<file path="config.mk">
export PLATFORM = sky130hd
export DESIGN_NAME = countdown_timer_flat
export DESIGN_NICKNAME = d
export VERILOG_FILES = /design/src/rtl/countdown_pkg.sv /design/src/rtl/countdown_timer_if.sv /design/src/rtl/countdown_timer_bcd_down_digit.sv /design/src/rtl/countdown_timer.sv /design/src/flat_wrapper.sv
export SDC_FILE = /design/constraint.sdc
export NUM_CORES = 1
export LEC_CHECK = 0
export CORE_ASPECT_RATIO = 0.6
export CORE_MARGIN = 4
export CORE_UTILIZATION = 25
export DETAILED_ROUTE_END_ITERATION = 6
export GPL_TIMING_DRIVEN = 0
export PLACE_DENSITY = 0.46
export SYNTH_ARGS = -nofsm -noshare
export SYNTH_HDL_FRONTEND = slang
export SYNTH_SLANG_ARGS = --single-unit
</file>
<file path="constraint.sdc">
create_clock -name inputClock -period 2.25 [get_ports inputClock]
set_clock_uncertainty 0.05 [all_clocks]
set_input_delay 0.3375 -clock inputClock [delete_from_list [all_inputs] [get_ports inputClock]]
set_output_delay 0.3375 -clock inputClock [all_outputs]
set_load 0.02 [all_outputs]
</file>
<file path="src/rtl/countdown_pkg.sv">
// Shared types and constants for the BCD minutes:seconds countdown timer.
package countdown_pkg;

  typedef enum logic [1:0] {
    ST_IDLE    = 2'd0,
    ST_RUNNING = 2'd1,
    ST_PAUSED  = 2'd2,
    ST_EXPIRED = 2'd3
  } state_e;

  typedef logic [3:0] bcd_digit_t;

  localparam bcd_digit_t  BCD_NINE     = 4'd9;
  localparam bcd_digit_t  SEC_TENS_MAX = 4'd5;
  localparam logic [15:0] ZERO_TIME    = 16'h0000;
  localparam logic [15:0] ONE_SECOND   = 16'h0001;

  // Saturate a preset digit to the largest legal value for its position.
  function automatic bcd_digit_t bcd_sat(input bcd_digit_t d, input bcd_digit_t max_d);
    bcd_digit_t r;
    if (d > max_d) begin
      r = max_d;
    end else begin
      r = d;
    end
    return r;
  endfunction

endpackage

</file>
<file path="src/rtl/countdown_timer_if.sv">
// Control/status bundle between the countdown timer and its driver.
interface countdown_timer_if;
  logic       tick;
  logic       load;
  logic [7:0] loadMinutes;
  logic [7:0] loadSeconds;
  logic       start;
  logic       stop;
  logic [7:0] minutes;
  logic [7:0] seconds;
  logic       running;
  logic       expired;
  logic       expiredPulse;

  modport slave (
    input  tick, load, loadMinutes, loadSeconds, start, stop,
    output minutes, seconds, running, expired, expiredPulse
  );

  modport master (
    output tick, load, loadMinutes, loadSeconds, start, stop,
    input  minutes, seconds, running, expired, expiredPulse
  );
endinterface

</file>
<file path="src/rtl/countdown_timer_bcd_down_digit.sv">
// One BCD down-counting digit; wraps 0 -> MODULUS_MAX and emits a borrow.
module bcd_down_digit
  import countdown_pkg::*;
#(
  parameter bcd_digit_t MODULUS_MAX = BCD_NINE
) (
  input  logic       inputClock,
  input  logic       reset,
  input  logic       enable,
  input  logic       borrowIn,
  input  logic       load,
  input  bcd_digit_t value,
  output bcd_digit_t digit,
  output logic       borrowOut
);

  bcd_digit_t digit_q;
  logic       dec_s;

  assign dec_s     = enable & borrowIn;
  assign borrowOut = dec_s & (digit_q == 4'd0);
  assign digit     = digit_q;

  always_ff @(posedge inputClock) begin
    if (reset) begin
      digit_q <= 4'd0;
    end else if (load) begin
      digit_q <= value;
    end else if (dec_s) begin
      digit_q <= (digit_q == 4'd0) ? MODULUS_MAX : (digit_q - 4'd1);
    end else begin
      digit_q <= digit_q;
    end
  end

endmodule

</file>
<file path="src/rtl/countdown_timer.sv">
// BCD mm:ss countdown timer with start/stop control and expiry alarm.
// Optional COUNTDOWN_AUTO_RELOAD_EN reloads the last preset on expiry.
module countdown_timer
  import countdown_pkg::*;
#(
  parameter logic [7:0] MAX_MINUTES = 8'h99
) (
  input logic              inputClock,
  input logic              reset,
  countdown_timer_if.slave bus
);

  localparam logic [1:0] S_IDLE    = ST_IDLE;
  localparam logic [1:0] S_RUNNING = ST_RUNNING;
  localparam logic [1:0] S_PAUSED  = ST_PAUSED;
  localparam logic [1:0] S_EXPIRED = ST_EXPIRED;

  logic [1:0]  state_q, state_d;
  logic        running_q, expired_q, pulse_q, pulse_d;
  logic [15:0] value_s, preset_s, ld_val_s, reload_val_s;
  logic [7:0]  san_min_s, san_sec_s;
  logic        ld_s, dec_s, reload_ok_s;
  logic        b_so_s, b_st_s, b_mo_s, b_mt_s;

  always_comb begin
    san_min_s = {bcd_sat(bus.loadMinutes[7:4], BCD_NINE), bcd_sat(bus.loadMinutes[3:0], BCD_NINE)};
    san_sec_s = {bcd_sat(bus.loadSeconds[7:4], SEC_TENS_MAX), bcd_sat(bus.loadSeconds[3:0], BCD_NINE)};
    // Valid BCD compares correctly as plain binary.
    if (san_min_s > MAX_MINUTES) begin
      preset_s = {MAX_MINUTES, san_sec_s};
    end else begin
      preset_s = {san_min_s, san_sec_s};
    end
  end

`ifdef COUNTDOWN_AUTO_RELOAD_EN
  logic [15:0] shadow_q;

  always_ff @(posedge inputClock) begin
    if (reset) begin
      shadow_q <= ZERO_TIME;
    end else if (bus.load) begin
      shadow_q <= preset_s;
    end else begin
      shadow_q <= shadow_q;
    end
  end

  assign reload_ok_s  = (shadow_q != ZERO_TIME);
  assign reload_val_s = shadow_q;
`else
  assign reload_ok_s  = 1'b0;
  assign reload_val_s = ZERO_TIME;
`endif

  always_comb begin
    state_d  = state_q;
    ld_s     = 1'b0;
    ld_val_s = preset_s;
    dec_s    = 1'b0;
    pulse_d  = 1'b0;
    if (bus.load) begin
      ld_s    = 1'b1;
      state_d = S_IDLE;
    end else if (bus.stop) begin
      case (state_q)
        S_RUNNING: state_d = S_PAUSED;
        S_EXPIRED: state_d = S_IDLE;
        default:   state_d = state_q;
      endcase
    end else if (bus.start) begin
      if (((state_q == S_IDLE) || (state_q == S_PAUSED)) && (value_s != ZERO_TIME)) begin
        state_d = S_RUNNING;
      end else begin
        state_d = state_q;
      end
    end else if (bus.tick && (state_q == S_RUNNING)) begin
      // Running never holds 00:00, so expiry is exactly a tick at 00:01.
      pulse_d = (value_s == ONE_SECOND);
      if ((value_s == ONE_SECOND) && reload_ok_s) begin
        ld_s     = 1'b1;
        ld_val_s = reload_val_s;
      end else begin
        dec_s = 1'b1;
        if (value_s == ONE_SECOND) begin
          state_d = S_EXPIRED;
        end else begin
          state_d = state_q;
        end
      end
    end else begin
      state_d = state_q;
    end
  end

  always_ff @(posedge inputClock) begin
    if (reset) begin
      state_q   <= S_IDLE;
      running_q <= 1'b0;
      expired_q <= 1'b0;
      pulse_q   <= 1'b0;
    end else begin
      state_q   <= state_d;
      running_q <= (state_d == S_RUNNING);
      expired_q <= (state_d == S_EXPIRED);
      pulse_q   <= pulse_d;
    end
  end

  bcd_down_digit #(.MODULUS_MAX(BCD_NINE)) u_sec_ones (
    .inputClock(inputClock), .reset(reset), .enable(dec_s), .borrowIn(1'b1),
    .load(ld_s), .value(ld_val_s[3:0]), .digit(value_s[3:0]), .borrowOut(b_so_s)
  );

  bcd_down_digit #(.MODULUS_MAX(SEC_TENS_MAX)) u_sec_tens (
    .inputClock(inputClock), .reset(reset), .enable(dec_s), .borrowIn(b_so_s),
    .load(ld_s), .value(ld_val_s[7:4]), .digit(value_s[7:4]), .borrowOut(b_st_s)
  );

  bcd_down_digit #(.MODULUS_MAX(BCD_NINE)) u_min_ones (
    .inputClock(inputClock), .reset(reset), .enable(dec_s), .borrowIn(b_st_s),
    .load(ld_s), .value(ld_val_s[11:8]), .digit(value_s[11:8]), .borrowOut(b_mo_s)
  );

  bcd_down_digit #(.MODULUS_MAX(BCD_NINE)) u_min_tens (
    .inputClock(inputClock), .reset(reset), .enable(dec_s), .borrowIn(b_mo_s),
    .load(ld_s), .value(ld_val_s[15:12]), .digit(value_s[15:12]), .borrowOut(b_mt_s)
  );

  assign bus.minutes      = value_s[15:8];
  assign bus.seconds      = value_s[7:0];
  assign bus.running      = running_q;
  assign bus.expired      = expired_q;
  assign bus.expiredPulse = pulse_q;

endmodule
</file>
<file path="src/flat_wrapper.sv">
// flat-port wrapper written by rule: the top's interface ports become plain ports
module countdown_timer_flat import countdown_pkg::*;
#(
  parameter logic [7:0] MAX_MINUTES = 8'h99
)
  (inputClock, reset, bus_tick, bus_load, bus_loadMinutes, bus_loadSeconds, bus_start, bus_stop, bus_minutes, bus_seconds, bus_running, bus_expired, bus_expiredPulse);
  countdown_timer_if bus_i ();
  input logic inputClock;
  input logic reset;
  input wire logic [$bits(bus_i.tick)-1:0] bus_tick;
  input wire logic [$bits(bus_i.load)-1:0] bus_load;
  input wire logic [$bits(bus_i.loadMinutes)-1:0] bus_loadMinutes;
  input wire logic [$bits(bus_i.loadSeconds)-1:0] bus_loadSeconds;
  input wire logic [$bits(bus_i.start)-1:0] bus_start;
  input wire logic [$bits(bus_i.stop)-1:0] bus_stop;
  output wire logic [$bits(bus_i.minutes)-1:0] bus_minutes;
  output wire logic [$bits(bus_i.seconds)-1:0] bus_seconds;
  output wire logic [$bits(bus_i.running)-1:0] bus_running;
  output wire logic [$bits(bus_i.expired)-1:0] bus_expired;
  output wire logic [$bits(bus_i.expiredPulse)-1:0] bus_expiredPulse;
  assign bus_i.tick = bus_tick;
  assign bus_i.load = bus_load;
  assign bus_i.loadMinutes = bus_loadMinutes;
  assign bus_i.loadSeconds = bus_loadSeconds;
  assign bus_i.start = bus_start;
  assign bus_i.stop = bus_stop;
  assign bus_minutes = bus_i.minutes;
  assign bus_seconds = bus_i.seconds;
  assign bus_running = bus_i.running;
  assign bus_expired = bus_i.expired;
  assign bus_expiredPulse = bus_i.expiredPulse;
  countdown_timer #(.MAX_MINUTES(MAX_MINUTES)) u_core (.inputClock(inputClock), .reset(reset), .bus(bus_i));
endmodule
</file>
Word-level counts from Yosys, hierarchy flattened
Index checks and enable logic that the tools add are counted.
- bits in registers: 21
- input port bits: 22
- output and inout bits: 19
- word-level logic and storage cells: 73
- add/subtract/negate cells: 4
- $lt $le $gt $ge: 5
- equality and inequality tests: 6
- muxes and demuxes: 29
- bitwise logic cells: 7
- reductions and logical operators: 14
- operators by type and width (cell ; count):
    4-bit two-way mux ; 16
    16-bit by 1-bit equality test with 1-bit output (second input constant) ; 1
    4-bit logical NOT ; 4
    16-bit two-way mux ; 1
    16-bit nonzero test ; 1
    4-bit by 1-bit subtractor with 4-bit output (second input constant) ; 4
    4-bit greater-than comparator (second input constant) ; 3
    2-bit two-way mux ; 6
    8-bit greater-than comparator (second input constant) ; 1
    2-bit nonzero test ; 4
    1-bit bitwise AND ; 6
    2-bit equality test (second input constant) ; 3
    1-bit two-way mux ; 5
    5-bit OR reduction ; 1
    2-bit by 1-bit equality test with 1-bit output (second input constant) ; 2
    4-bit by 3-bit greater-than comparator with 1-bit output (second input constant) ; 1
    2-bit case mux with 2 select lines ; 1
    1-bit logical AND ; 2
    2-bit logical NOT ; 1
    1-bit logical OR ; 1
    1-bit inverter ; 1

Logic depth before layout (Yosys ltp)
- word-level depth: 14
- depth in mapped cells: 8
- depth with buffers taken out: 7

Modules after synthesis
A second synthesis with hierarchy kept.
- cell total of the unflattened synthesis: 153
- area total of the unflattened synthesis: 1288.7 um2
- modules (own cells, without submodules) (module ; times used ; cells an instance ; area an instance (um2) ; sequential area each (um2)):
    bcd_down_digit (u_core.u_min_ones ...) ; 3 ; 25 ; 219.0 ; 80.1
    countdown_timer ; 1 ; 55 ; 429.2 ; 100.1
    bcd_down_digit (u_core.u_sec_tens) ; 1 ; 23 ; 202.7 ; 80.1

Least setup slack after synthesis
No wires, ideal clock.
- kind: input to register
- from: input u_core.u_min_ones.digit[0]
- to: register u_core.u_min_tens.digit_q[1], in the netlist u_core.u_min_tens.digit[1]
- setup time: 0.062 ns
- data arrival time: 1.608 ns
- required time: 2.138 ns
- setup slack: 0.530 ns
- stages on the path: 5
- buffers on the path: 0
- cell sequence: dfxtp_1 > nor4_2 > nand4_4 > or4_1 > nand3_1
- word-level cells in the longest chain between the ends: 4
- RTL lines (element ; line ; text):
    start, declared ; countdown_timer_bcd_down_digit.sv:13 ; output bcd_digit_t digit,
    4-bit logical NOT ; countdown_timer_bcd_down_digit.sv:21 ; assign borrowOut = dec_s & (digit_q == 4'd0);
    1-bit bitwise AND ; countdown_timer_bcd_down_digit.sv:21 ;
    1-bit bitwise AND ; countdown_timer_bcd_down_digit.sv:20 ; assign dec_s = enable & borrowIn;
    2-bit nonzero test (no source line) ; - ;
    end signal, assigned ; countdown_timer_bcd_down_digit.sv:28 ; digit_q <= value;
    end signal, assigned ; countdown_timer_bcd_down_digit.sv:30 ; digit_q <= (digit_q == 4'd0) ? MODULUS_MAX : (digit_q - 4'd1);
    end signal, assigned ; countdown_timer_bcd_down_digit.sv:32 ; digit_q <= digit_q;
    end, declared ; countdown_timer_bcd_down_digit.sv:17 ; bcd_digit_t digit_q;
No other way between the ends.
A chain may end at the register's enable or synchronous reset.

Worst setup path in the final report
- from: input bus_load
- to: register u_core.u_sec_ones.digit_q[1], in the netlist u_core.u_sec_ones.digit[1]
- word-level cells in the longest chain between the ends: 2
- elaborated cells between the ends (all ways): 4
- those cells by class: 3 x mux; 1 x reduce/logical
- RTL lines (element ; line ; text):
    start, declared ; flat_wrapper.sv:11 ; input wire logic [$bits(bus_i.load)-1:0] bus_load;
    1-bit two-way mux ; countdown_timer.sv:62 ; if (bus.load) begin
    4-bit two-way mux or 2-bit nonzero test (tied branches) ; - ;
    end signal, assigned ; countdown_timer_bcd_down_digit.sv:28 ;
    end signal, assigned ; countdown_timer_bcd_down_digit.sv:30 ;
    end signal, assigned ; countdown_timer_bcd_down_digit.sv:32 ;
    end, declared ; countdown_timer_bcd_down_digit.sv:17 ;
Parallel ways exist; a longest one is shown, timed or not.

==> out/summary.txt <==
Switching Fraction = 30.3%
Leakage = 0.000589 µW
Die X = 98.7 µm
Ports = 41
Min Tclk post-route = 2.03 ns
Vias in the first global route = 1,288
EDFF count, synth = 0
Critical path type = in2reg
TritonCTS Buffers = 3
Port bufs = 40
Fmax = 492 MHz
GR Overflow Total = 0
Post-synth ARST share = 0%
Int Pwr = 622 µW
Outcome = finished, final reports clean
Number of diodes = 0
Register area share after synthesis = 34.0%
Largest net degree at the start of global routing = 12
Crit share post-route = 90.4%
Setup bufs post-CTS = 0
Clock Sinks = 21
Drt initial violations = 41
Worst flop-to-flop path startpoint = u_core.state_q[1]
Vias = 1,271
Crit path max fanout = 10
Synth Net Count = 169
Full die area = 6170 µm²
Pwr per Cell Area = 507 nW/µm²
Startpoint Class = input port
GRT Overall Usage = 12.7%
Mapped Avg Cell Area = 8.64 µm²
Layout cell share with drive strength beyond 1 = 6.95%
Routed WL = 3.81 mm
CTS root buf = clkbuf_8
Mapped cell area = 1230 µm²
Clk Latency, worst-skew pair = 0.27 ns
Critical Path AT = 2.13 ns
WHS Endpoint = u_core.u_min_tens.digit[1]
Total chip power = 892 µW
Die height = 62.4 µm
Post-CTS sizing = 0
Yosys cell types = 48
Initial antenna violation count = 0
First-pass GRT wire length = 6.42 mm
Initial Utilization = 26.5%
Worst Path Required = 2.34 ns
Pre-Repair DR Iteration Count = 4
Rel. slew slack = 57.8%
H-tree levels = 1
WHS Path Cells = 2
Hold buffers post-CTS = 0
Worst R2R Setup Slack = 0.27 ns
Layout Utilization = 37.8%
Critical hold path startpoint = u_core.u_min_tens.digit[1]
Max Cap Violations = 0
Gate power share = 23.7%
Worst Max-Slew Pin Slew = 0.627 ns
RR Endpoint = u_core.u_min_ones.digit[1]
Placed instance count = 246
Synth area leaders = dfxtp_1 (34%), nor2_1 (6.4%), o21ai_0 (5.7%)
Main synth FF type = dfxtp_1
Layout Cells excl Fill = 250
Nets = 214
RSZ-0062 raised after global routing = no
Hold Violations, Final = 0
Detailed placement HPWL = 2.98 mm
Clock transition at path regs = 0.08 ns
Mapped Cells = 143
Synthesis-to-layout area growth = 42.5%
Max VDD drop = 215 µV
Clock power share = 29.4%
CTS tree = done
Routability congestion estimate = 0.937
DRT antenna net count = 0
Rows = 19
Yosys reg bits = 21
HP Class = reg2reg
Fillers = 502
Worst r2r path cells = 7
DRC = 0
Placeable Area = 4660 µm²
Seq pwr share = 46.9%
Net Switching = 270 µW
Routed length per instance = 15.3 µm
Synth top area share = 34.0%
CTS max path bufs = 2
Via-to-Cell Ratio = 5.08
CP endpoint kind = flop
Yosys warns = 0
Pins Over Slew Limit = 0
Area leader, netlist = dfxtp_1
Final Setup Violations = 0
worst max path at each step:
stage                                             to                  startpoint  depth (start not counted)  slack [ns]
after global routing      u_core.u_min_tens.digit[0]                    bus_load                          5        0.02
after CTS                 u_core.u_sec_ones.digit[1]                    bus_load                          6        0.21
after detailed placement  u_core.u_sec_ones.digit[1]                    bus_load                          6       -0.08
after global placement    u_core.u_min_tens.digit[0]                    bus_load                          5       -0.10
final                     u_core.u_sec_ones.digit[1]                    bus_load                          6        0.22
after floorplan           u_core.u_min_tens.digit[1]  u_core.u_min_ones.digit[0]                          4        0.53
logic make-up (layout without fill, tap and decap cells):
family | after synthesis | in the layout | synth area share (%)
simple gates | 60 | 60 | 30.6
compound gates | 41 | 41 | 23.0
flops | 21 | 21 | 34.0
buf+inv | 10 | 54 | 3.14
xor+xnor | 5 | 5 | 3.55
fa+ha+maj | 4 | 4 | 4.05
mux | 2 | 2 | 1.62
final cells by class:
cell class	count	area (µm²)	share of cell area, %
clock buffers	4	45.0	2.56
plain buffers	4	16.3	0.925
multi-input cells	112	776	44.1
inverters	6	22.5	1.28
flip-flops and latches	21	420	23.9
repair buffers	40	400	22.8
well taps	63	78.8	4.48
per-stage QoR:
stage | area [µm²] | setup TNS (ns) | hold WS [ns] | setup WS, ns
floorplan | 1230 | 0 | 0.365 | 0.530
global placement | 1710 | -0.452 | 0.490 | -0.101
detailed placement | 1710 | -0.414 | 0.490 | -0.0761
CTS | 1760 | 0 | 0.505 | 0.210
global route | 1760 | 0 | 0.527 | 0.0231
finish | 1760 | 0 | 0.499 | 0.217
per-layer routing:
layer	share of wire (%)	global-route usage [%]	routed length, µm	vias to the layer above
met4	0.71	2.04	27	0
met1	54	18.4	2060	608
li1	-	-	-	631
met5	0	0	0	-
met3	4.5	3.34	171	2
met2	41	19.3	1560	30
worst max-delay path: stages:
cell and delay [ns]:
clkdlybuf4s50_1 0.47, clkbuf_1 0.34, clkinv_1 0.35, buf_1 0.33, a22oi_1 0.24, nor2_1 0.06
registers in the layout (all words and copies together), names as in the netlist:
register	cells
u_core.u_min_tens.digit	4
u_core.bus.running	1
u_core.bus.expired	1
u_core.u_sec_tens.digit	4
u_core.u_min_ones.digit	4
u_core.state_q	2
u_core.bus.expiredPulse	1
u_core.u_sec_ones.digit	4
layout by cell type, fill, tap and decap left out, types with 2 or more instances in the layout:
cell              n
nand4_1           4
a22oi_1           2
a211oi_1          6
mux2i_1           2
o21ai_0          14
or4_1             2
nor3b_1           2
a221oi_1          2
nand2b_1          4
xnor2_1           4
ha_1              4
nor4_2            2
nor3_1            3
nand3b_1          2
nor4_4            2
nand3_1           2
nor2_1           21
o32ai_1           2
dfxtp_1          21
nand2_1           7
a21oi_1           2
clkdlybuf4s50_1  40
o31ai_1           2
inv_1             5
clkbuf_8          3
clkbuf_1          3
cell usage after synthesis, drive strengths merged, types with 3 or more instances:
master	instances
nand2b	4
o21ai	14
nor4	5
nand2	7
a211oi	7
dfxtp	21
ha	4
xnor2	4
nor3	3
inv	5
nor2	21
nand4	5
power by group through the flow:
stage	Combinational (µW)	Clock, µW	Sequential, µW
after floorplan	90.0	0	442
after global placement	210	0	427
after detailed placement	211	0	427
after CTS	213	266	419
after global routing	230	285	423
final	211	262	419
No activity file was read; power rests on OpenSTA's default activity.
